$ cat config.mk
export PLATFORM = sky130hd
export DESIGN_NAME = vnarrow_clip
export DESIGN_NICKNAME = d
export VERILOG_FILES = /design/src/rtl/vnarrow_clip.sv
export SDC_FILE = /design/constraint.sdc
export NUM_CORES = 2
export LEC_CHECK = 0
export BUFFER_PORTS_ARGS = -buffer_cell sky130_fd_sc_hd__buf_2
export CAP_MARGIN = 20
export CELL_PAD_IN_SITES_DETAIL_PLACEMENT = 2
export CELL_PAD_IN_SITES_GLOBAL_PLACEMENT = 2
export CORE_UTILIZATION = 25
export CTS_BUF_LIST = sky130_fd_sc_hd__clkbuf_8
export DETAILED_ROUTE_END_ITERATION = 6
export PLACE_DENSITY = 0.66
export SLEW_MARGIN = 30
export SYNTH_ARGS = -nofsm -noshare
export SYNTH_HDL_FRONTEND = slang
export SYNTH_SLANG_ARGS = --single-unit
$ cat constraint.sdc
create_clock -name clk -period 7.25 [get_ports clk]
set_input_delay 0.725 -clock clk [delete_from_list [all_inputs] [get_ports clk]]
set_output_delay 0.725 -clock clk [all_outputs]
set_load 0.05 [all_outputs]
$ cat src/rtl/vnarrow_clip.sv
// vnarrow_clip: pipelined narrowing shift/clip with rounding, saturation and half-beat packing
module vnarrow_clip #(
  parameter int DATA_WIDTH = 64,
  parameter int BE_WIDTH = DATA_WIDTH / 8,
  parameter int LATENCY = 6
) (
  input  logic                  clk,
  input  logic                  rst_n,
  input  logic                  in_valid,
  input  logic [DATA_WIDTH-1:0] in_vec0,
  input  logic [DATA_WIDTH-1:0] in_vec1,
  input  logic [1:0]            in_sew,
  input  logic [1:0]            in_op,
  input  logic [1:0]            in_vxrm,
  input  logic                  in_turn,
  input  logic [BE_WIDTH-1:0]   in_be,
  output logic                  out_valid,
  output logic [DATA_WIDTH-1:0] out_vec,
  output logic [BE_WIDTH-1:0]   out_be,
  output logic                  out_sat
);
  localparam int DW = DATA_WIDTH;
  localparam int HW = DW / 2;
  localparam int HB = BE_WIDTH / 2;
  localparam int RW = DW / 16;
  logic v1, t1, v2, t2;
  logic [DW-1:0] a1, b1, x2;
  logic [1:0] sew1, op1, rm1, sew2, op2, k1, k2;
  logic [BE_WIDTH-1:0] be1, be2;
  logic [RW-1:0] r2;
  logic unused_shift_bits;
  assign unused_shift_bits = ^b1;
  always_ff @(posedge clk or negedge rst_n)
    if (!rst_n) begin
      v1 <= 1'b0;
      a1 <= '0;
      b1 <= '0;
      sew1 <= '0;
      op1 <= '0;
      rm1 <= '0;
      t1 <= 1'b0;
      be1 <= '0;
    end else begin
      v1 <= in_valid;
      a1 <= in_valid ? in_vec0 : '0;
      b1 <= in_valid ? in_vec1 : '0;
      sew1 <= in_valid ? in_sew : '0;
      op1 <= in_valid ? in_op : '0;
      rm1 <= in_valid ? in_vxrm : '0;
      t1 <= in_valid & in_turn;
      be1 <= in_valid ? in_be : '0;
    end
  logic [2:0][DW-1:0] sh_a;
  logic [2:0][RW-1:0] r_a;
  for (genvar k = 0; k < 3; k++) begin : g_sh
    localparam int S = 16 << k;
    localparam int L = $clog2(S);
    for (genvar i = 0; i < RW; i++) begin : g_e
      if (i < DW / S) begin : g_v
        logic [S-1:0] v, sl, sa, sh, m;
        logic [L-1:0] d;
        logic h, lo, lo2, vd;
        assign v = a1[i*S +: S];
        assign d = b1[i*S +: L];
        assign sl = v >> d;
        assign sa = $signed(v) >>> d;
        assign sh = op1[0] ? sa : sl;
        // m masks the bits shifted out; v[d] is the new lsb of the shifted value
        assign m = (S'(1) << d) - S'(1);
        assign h = d != '0 && v[d - L'(1)];
        assign lo = |(v & m);
        assign lo2 = |(v & (m >> 1));
        assign vd = sh[0];
        assign sh_a[k][i*S +: S] = sh;
        assign r_a[k][i] = rm1 == 2'd0 ? h : rm1 == 2'd1 ? h & (lo2 | vd) : rm1 == 2'd2 ? 1'b0 : !vd & lo;
      end else begin : g_z
        assign r_a[k][i] = 1'b0;
      end
    end
  end
  assign k1 = sew1 == 2'd0 ? 2'd0 : sew1 - 2'd1;
  always_ff @(posedge clk or negedge rst_n)
    if (!rst_n) begin
      v2 <= 1'b0;
      x2 <= '0;
      r2 <= '0;
      sew2 <= '0;
      op2 <= '0;
      t2 <= 1'b0;
      be2 <= '0;
    end else begin
      v2 <= v1;
      x2 <= sew1 == 2'd0 ? a1 : sh_a[k1];
      r2 <= sew1 == 2'd0 ? '0 : r_a[k1];
      sew2 <= sew1;
      op2 <= op1;
      t2 <= t1;
      be2 <= be1;
    end
  logic [2:0][HW-1:0] n_a;
  logic [2:0][HB-1:0] nb_a;
  logic [2:0] st_a;
  for (genvar k = 0; k < 3; k++) begin : g_cl
    localparam int S = 16 << k;
    localparam int N = S / 2;
    localparam int E = DW / S;
    logic [E-1:0] se;
    for (genvar i = 0; i < E; i++) begin : g_e
      logic [S-1:0] x;
      logic [S:0] us, ss;
      logic [N-1:0] cu, cs;
      logic [N/8-1:0] eb;
      logic ou, os;
      assign x = x2[i*S +: S];
      // one extra bit so the rounding carry saturates instead of wrapping
      assign us = {1'b0, x} + {{S{1'b0}}, r2[i]};
      assign ss = {x[S-1], x} + {{S{1'b0}}, r2[i]};
      assign ou = |us[S:N];
      assign os = !(&ss[S:N-1] || !(|ss[S:N-1]));
      assign cu = ou ? '1 : us[N-1:0];
      assign cs = os ? {ss[S], {(N-1){!ss[S]}}} : ss[N-1:0];
      assign eb = be2[i*S/8 +: N/8];
      assign n_a[k][i*N +: N] = !op2[1] ? x[N-1:0] : op2[0] ? cs : cu;
      assign nb_a[k][i*N/8 +: N/8] = eb;
      assign se[i] = op2[1] & (op2[0] ? os : ou) & (|eb);
    end
    assign st_a[k] = |se;
  end
  logic [HW-1:0] nv;
  logic [HB-1:0] nb;
  assign k2 = sew2 == 2'd0 ? 2'd0 : sew2 - 2'd1;
  assign nv = n_a[k2];
  assign nb = nb_a[k2];
  logic d_v [LATENCY-2];
  logic d_s [LATENCY-2];
  logic [DW-1:0] d_x [LATENCY-2];
  logic [BE_WIDTH-1:0] d_b [LATENCY-2];
  always_ff @(posedge clk or negedge rst_n)
    if (!rst_n) begin
      for (int j = 0; j < LATENCY - 2; j++) begin
        d_v[j] <= 1'b0;
        d_s[j] <= 1'b0;
        d_x[j] <= '0;
        d_b[j] <= '0;
      end
    end else begin
      d_v[0] <= v2;
      d_x[0] <= sew2 == 2'd0 ? x2 : t2 ? {nv, {HW{1'b0}}} : {{HW{1'b0}}, nv};
      d_b[0] <= sew2 == 2'd0 ? be2 : t2 ? {nb, {HB{1'b0}}} : {{HB{1'b0}}, nb};
      d_s[0] <= sew2 != 2'd0 && st_a[k2];
      for (int j = 1; j < LATENCY - 2; j++) begin
        d_v[j] <= d_v[j-1];
        d_s[j] <= d_s[j-1];
        d_x[j] <= d_x[j-1];
        d_b[j] <= d_b[j-1];
      end
    end
  assign out_valid = d_v[LATENCY-3];
  assign out_sat = d_s[LATENCY-3];
  assign out_vec = d_x[LATENCY-3];
  assign out_be = d_b[LATENCY-3];
endmodule

[Word level (Yosys, flattened, before mapping)]
Index checks and enable logic that the tools add are counted.
Storage, ports and cells
  register bits: 510
  input port bits: 146
  output and inout bits: 74
  word-level logic and storage cells: 338
Cells by class
  add/sub/neg operators: 30
  magnitude comparators: 9
  equality and inequality tests: 2
  shifts and indexed selects: 21
  mux-type cells: 101
  bitwise operators: 50
  reductions and logical operators: 94
Operator list (number)
  64-bit two-way mux: 6
  32-bit two-way mux: 7
  16-bit two-way mux: 12
  8-bit two-way mux: 19
  64-bit binary-select mux with 2-bit select: 1
  16-bit OR reduction: 8
  32-bit OR reduction: 4
  64-bit OR reduction: 2
  16-bit by 1-bit adder with 17-bit output: 4
  16-bit by 2-bit adder with 17-bit output: 4
  32-bit by 1-bit adder with 33-bit output: 2
  32-bit by 2-bit adder with 33-bit output: 2
  64-bit by 1-bit adder with 65-bit output: 1
  64-bit by 2-bit adder with 65-bit output: 1
  16-bit by 15-bit AND with 16-bit output: 4
  16-bit AND: 4
  32-bit by 31-bit AND with 32-bit output: 2
  32-bit AND: 2
  64-bit by 63-bit AND with 64-bit output: 1
  64-bit AND: 1
  32-bit binary-select mux with 2-bit select: 1
  1-bit by 4-bit << shifter with 16-bit output (first input constant): 4
  1-bit by 5-bit << shifter with 32-bit output (first input constant): 2
  1-bit by 6-bit << shifter with 64-bit output (first input constant): 1
  other kinds (49): 212

[Depth between registers and ports, before layout]
  depth after elaboration: 12
  mapped depth: 23
  mapped depth without buffers: 16

[Worst setup path after synthesis]
No wires, ideal clock.
  path kind: reg2reg
  from: register b1[33]
  to: register r2[1]
  setup time: 0.139 ns
  data arrival time: 5.528 ns
  data required time: 7.111 ns
  setup slack: 1.584 ns
  stages on the path, launching flop included: 21
  clock period less this slack: 5.666 ns
  cells stage by stage: dfrtp_1 -> clkbuf_1 -> buf_1 -> clkbuf_1 -> clkbuf_1 -> inv_1 -> ha_1 -> ha_1 -> clkbuf_1 -> buf_1 -> nand3_1 -> ha_1 -> clkbuf_1 -> o31ai_1 -> a21o_1 -> a31oi_2 -> xnor2_1 -> a222oi_1 -> or4b_2 -> nor3_1 -> o221ai_1
On the way
  cells in the longest elaborated chain, start to end: 11
RTL lines
  start, declared: RTL line 27  | logic [DW-1:0] a1, b1, x2;
  start signal, assigned: RTL line 46  | b1 <= in_valid ? in_vec1 : '0;
  1-bit by 5-bit << shifter with 32-bit output: RTL line 69  | assign m = (S'(1) << d) - S'(1);
  32-bit by 2-bit subtractor with 32-bit output: RTL line 69
  32-bit AND or 32-bit by 31-bit AND with 32-bit output (tied branches): RTL line 71, 72
  32-bit OR reduction, on equally long branches: RTL line 71, 72
  1-bit AND or 1-bit OR (tied branches): RTL line 75  | assign r_a[k][i] = rm1 == 2'd0 ? h : rm1 == 2'd1 ? h & (lo2 | vd) : rm1 == 2'd2 ? 1'b0 : !vd & lo;
  1-bit two-way mux or 1-bit AND (tied branches): RTL line 75
  1-bit two-way mux: RTL line 75
  1-bit two-way mux (*): RTL line 75
  4-bit binary-select mux with 2-bit select (*): RTL line 94  | r2 <= sew1 == 2'd0 ? '0 : r_a[k1];
  4-bit two-way mux (implied by the code) (*): RTL line 94
  4-bit two-way mux (*): RTL line 94
  end signal, assigned: RTL line 94
  end, declared: RTL line 30  | logic [RW-1:0] r2;
Mark *: on every way between the ends. The rest lies on a longest branch, timed or not. The select of a mux whose other input is x is not followed.

[Worst setup path in the final report]
  from: register b1[0]
  to: register r2[0]
On the way
  cells in the longest elaborated chain, start to end: 11
RTL lines
  1-bit by 6-bit << shifter with 64-bit output (tied with other cells): RTL line 69
  64-bit by 2-bit subtractor with 64-bit output (tied with other cells): RTL line 69
  64-bit AND (tied with other cells): RTL line 71  | assign lo = |(v & m);
  64-bit OR reduction (tied with other cells): RTL line 71
  1-bit AND or 1-bit OR (tied branches): RTL line 75
  1-bit two-way mux or 1-bit AND (tied branches): RTL line 75
  1-bit two-way mux (2 in a row): RTL line 75
  4-bit binary-select mux with 2-bit select (*): RTL line 94
  4-bit two-way mux (implied by the code) (*): RTL line 94
  4-bit two-way mux (*): RTL line 94
Marked as above.

==> run summary <==
Clock Tree Buf Depth: 3
Leak Pwr: 17.3 nW
NumNets Final: 5,023
Hold Slack: 0.122 ns
status: completed
Layout area overhead: 10.8%
Post-Synth Adder-Cell Area: 1.32%
Layout Skew: 0.0563 ns
remaining routing DRC violations: 0
HP Start: in_vxrm[0]
post-CTS setup buffers: 0
Slew Limit Fails: 0
final setup TNS: 0 ns
Final min period: 6.64 ns
Die Span X: 402 um
ANT nets after route: 0
Die Y: 402 um
CP max stage delay: 0.82 ns
Synth async-reset ratio: 100%
drt via density: 6.09
Setup Viol. Count Final: 0
RSZ-0062 raised after global routing: no
final hold viol count: 0
count leader, synth: nand2_1
TritonCTS buffer count: 81
synth warn: 0
Netlist cell types: 102
maxcap violations: 0
number of synthesized flops with an enable pin: 0
Main synth FF type: dfrtp_1
Total Wirelength: 212,000 um
Syn Area/Cell: 8.04 um^2
WP buf/inv: 2
FF+latch count, synth: 477
kind of critical path: flip-flop to flip-flop
DP HPWL: 152,000 um
synth cell count leaders: nand2_1 (589), dfrtp_1 (477), o21ai_0 (436)
Crit. End Element: flip-flop
Post-Synth XOR/XNOR Area: 2.71%
Std-Cell Rows: 146
final core utilization: 28.0%
Finished Cell Area: 44,400 um^2
H-tree depth: 3
Worst Hold Class: primary input to flip-flop
Achievable Freq: 0.151 GHz
drt initial violations: 4,111
# port buffers: 174
Slew @ Worst Pin: 1.13 ns
Initial Utilization: 25.2%
GRT Overall Usage: 25.5%
post-synth top area share: 29.8%
Seq/Total Area, Yosys: 29.8%
root buf cell: clkbuf_8
Setup crit start: b1[0]
Reg clk slew, reported paths: 0.06 ns
RR Startpoint: b1[0]
main combinational cell family by area after synthesis: compound AO/OA/AOI/OAI gates
mux cell area share after synthesis: 11.7%
slowest CP cell: dfrtp_4
Area after DPL: 42,500 um^2
# IOs: 220
clk_lat worst skew: 0.82 ns
Critical Path Fanout Max: 41
Resized cells post-CTS: 0
cell family with most CP delay: simple AND/OR/NAND/NOR gates
CTS Sinks: 477
DR vias: 42.5k
CP Data Required Time: 7.75 ns
gpl congestion: 0.932
number of global-route vias before repair: 43.9k
antenna violations before repair: 10
Mapped Cells: 4,980
leading post-synthesis cells by cell area: dfrtp_1 (30%), mux4_2 (7.5%), nand2_1 (5.5%)
post-synthesis compound-gate area fraction: 24.9%
Worst setup SP type: flip-flop
crit share post-route: 91.6%
PwrDens: 200 nW/um^2
Hold Buf Count CTS: 1
Yosys top cell by area: dfrtp_1
syn_nets: 5,166
share of cells above drive strength 1: 15.2%
Routed WL per cell: 30.4 um
Pre-antenna DRT Iters: 7
grt ovf: 0
WP data arrival: 7.14 ns
global-route wire length before repair: 310,000 um
Worst slew margin: 23.9%
CP Cell Sequence: inv_1, ha_1, nor2b_1, nand3_1, ha_1, clkinv_1, nor2_1, xor2_1, nand2_1, o211ai_1, or4_1, nor4_1, nand4_1, o311ai_0, nand4_1
core area: 159,000 um^2
largest net degree at the start of global routing: 159
CTS tree: built
Synth Area in Simple Gates: 22.5%
Synth Cell Area: 40,000 um^2
die footprint: 162,000 um^2
Peak VDD IR: 0.136 mV
[kinds of logic after synthesis]
family | after synthesis
AOI/OAI and AO/OA | 1531
DFF | 477
muxes | 297
adders and majority gates | 43
xor gates and xnor gates | 124
and+or+nand+nor | 1843
buffers and inverters | 665
[worst reg2reg max path: cells and delay by family, from the launching register on]
family,cells,cell delay [ns]
buffers and inverters,2,0.79
xor gates and xnor gates,1,0.21
DFF,1,0.82
AOI/OAI and AO/OA,2,0.85
adders and majority gates,2,1.02
and+or+nand+nor,8,2.65
[power by group]
group / switching [W] / internal [W]
registers: 0.000327 / 0.00295
clock network: 0.00119 / 0.00152
logic: 0.00198 / 0.000898
[final timing paths]
| path | to | slack (ns) | cells after the start |
|---|---|---|---|
| worst max register to register | r2[0] | 0.61 | 15 |
| worst max-delay path | r2[0] | 0.61 | 15 |
| worst min register to register | d_x[153] | 0.33 | 0 |
| worst min-delay path | rm1[0] | 0.12 | 2 |
| max in group asynchronous | b1[0] | 5.12 | 4 |
| min in group asynchronous | out_vec[61] | 0.61 | 2 |
[final cells by class]
cell class | instances | area, um^2
Clock inverter | 45 | 434
Antenna cell | 8 | 20.0
Clock buffer | 101 | 1390
Timing Repair Buffer | 351 | 2300
Multi-Input combinational cell | 3838 | 25300
Inverter | 88 | 330
Tap cell | 2072 | 2590
Sequential cell | 477 | 12000
Fill cell | 18200 | 114000
[cell usage in the layout, fill, tap and decap left out, types with 40 or more instances in the layout]
master,netlist,final
mux4_2,133,133
nor3_1,116,116
nor2_1,402,399
a21oi_1,338,338
buf_2,27,172
nor4_1,59,59
dfrtp_1,477,462
inv_1,79,98
mux2i_1,127,127
nand4_1,99,99
a31oi_1,65,64
clkbuf_8,0,101
buf_4,76,170
nand2_1,589,589
a221oi_1,41,41
nand3_1,149,149
o21ai_0,436,435
a211oi_1,75,74
and2_1,151,151
o211ai_1,62,62
and3_1,48,48
ha_1,40,40
a21o_1,42,42
xnor2_1,85,84
[metrics by stage]
stage                     total power [W]  worst slack (ns)  instances
final                             0.00886             0.609       6980
after global routing              0.00926             0.333       6977
after CTS                         0.00893             0.672       6970
after detailed placement          0.00612             0.661       6823
after global placement            0.00605             0.744       6822
after floorplan                   0.00503              1.58       4980
[sequential cells by signal (all words and copies together) (netlist names), 19 cells and up]
register and cells:
g_cl.g_e.x 64, out_vec 64, d_x 192, b1 19, a1 64, d_b 24
[layer usage]
layer / vias to the layer above / wire length [um] / GRT usage [%]
met5: - / 44 / 0
met2: 1955 / 97200 / 40.8
li1: 18100 / - / -
met1: 22000 / 88200 / 33.3
met3: 504 / 14300 / 3.62
met4: 6 / 12200 / 13.3
Note: power is estimated with default switching activity, not from simulation.
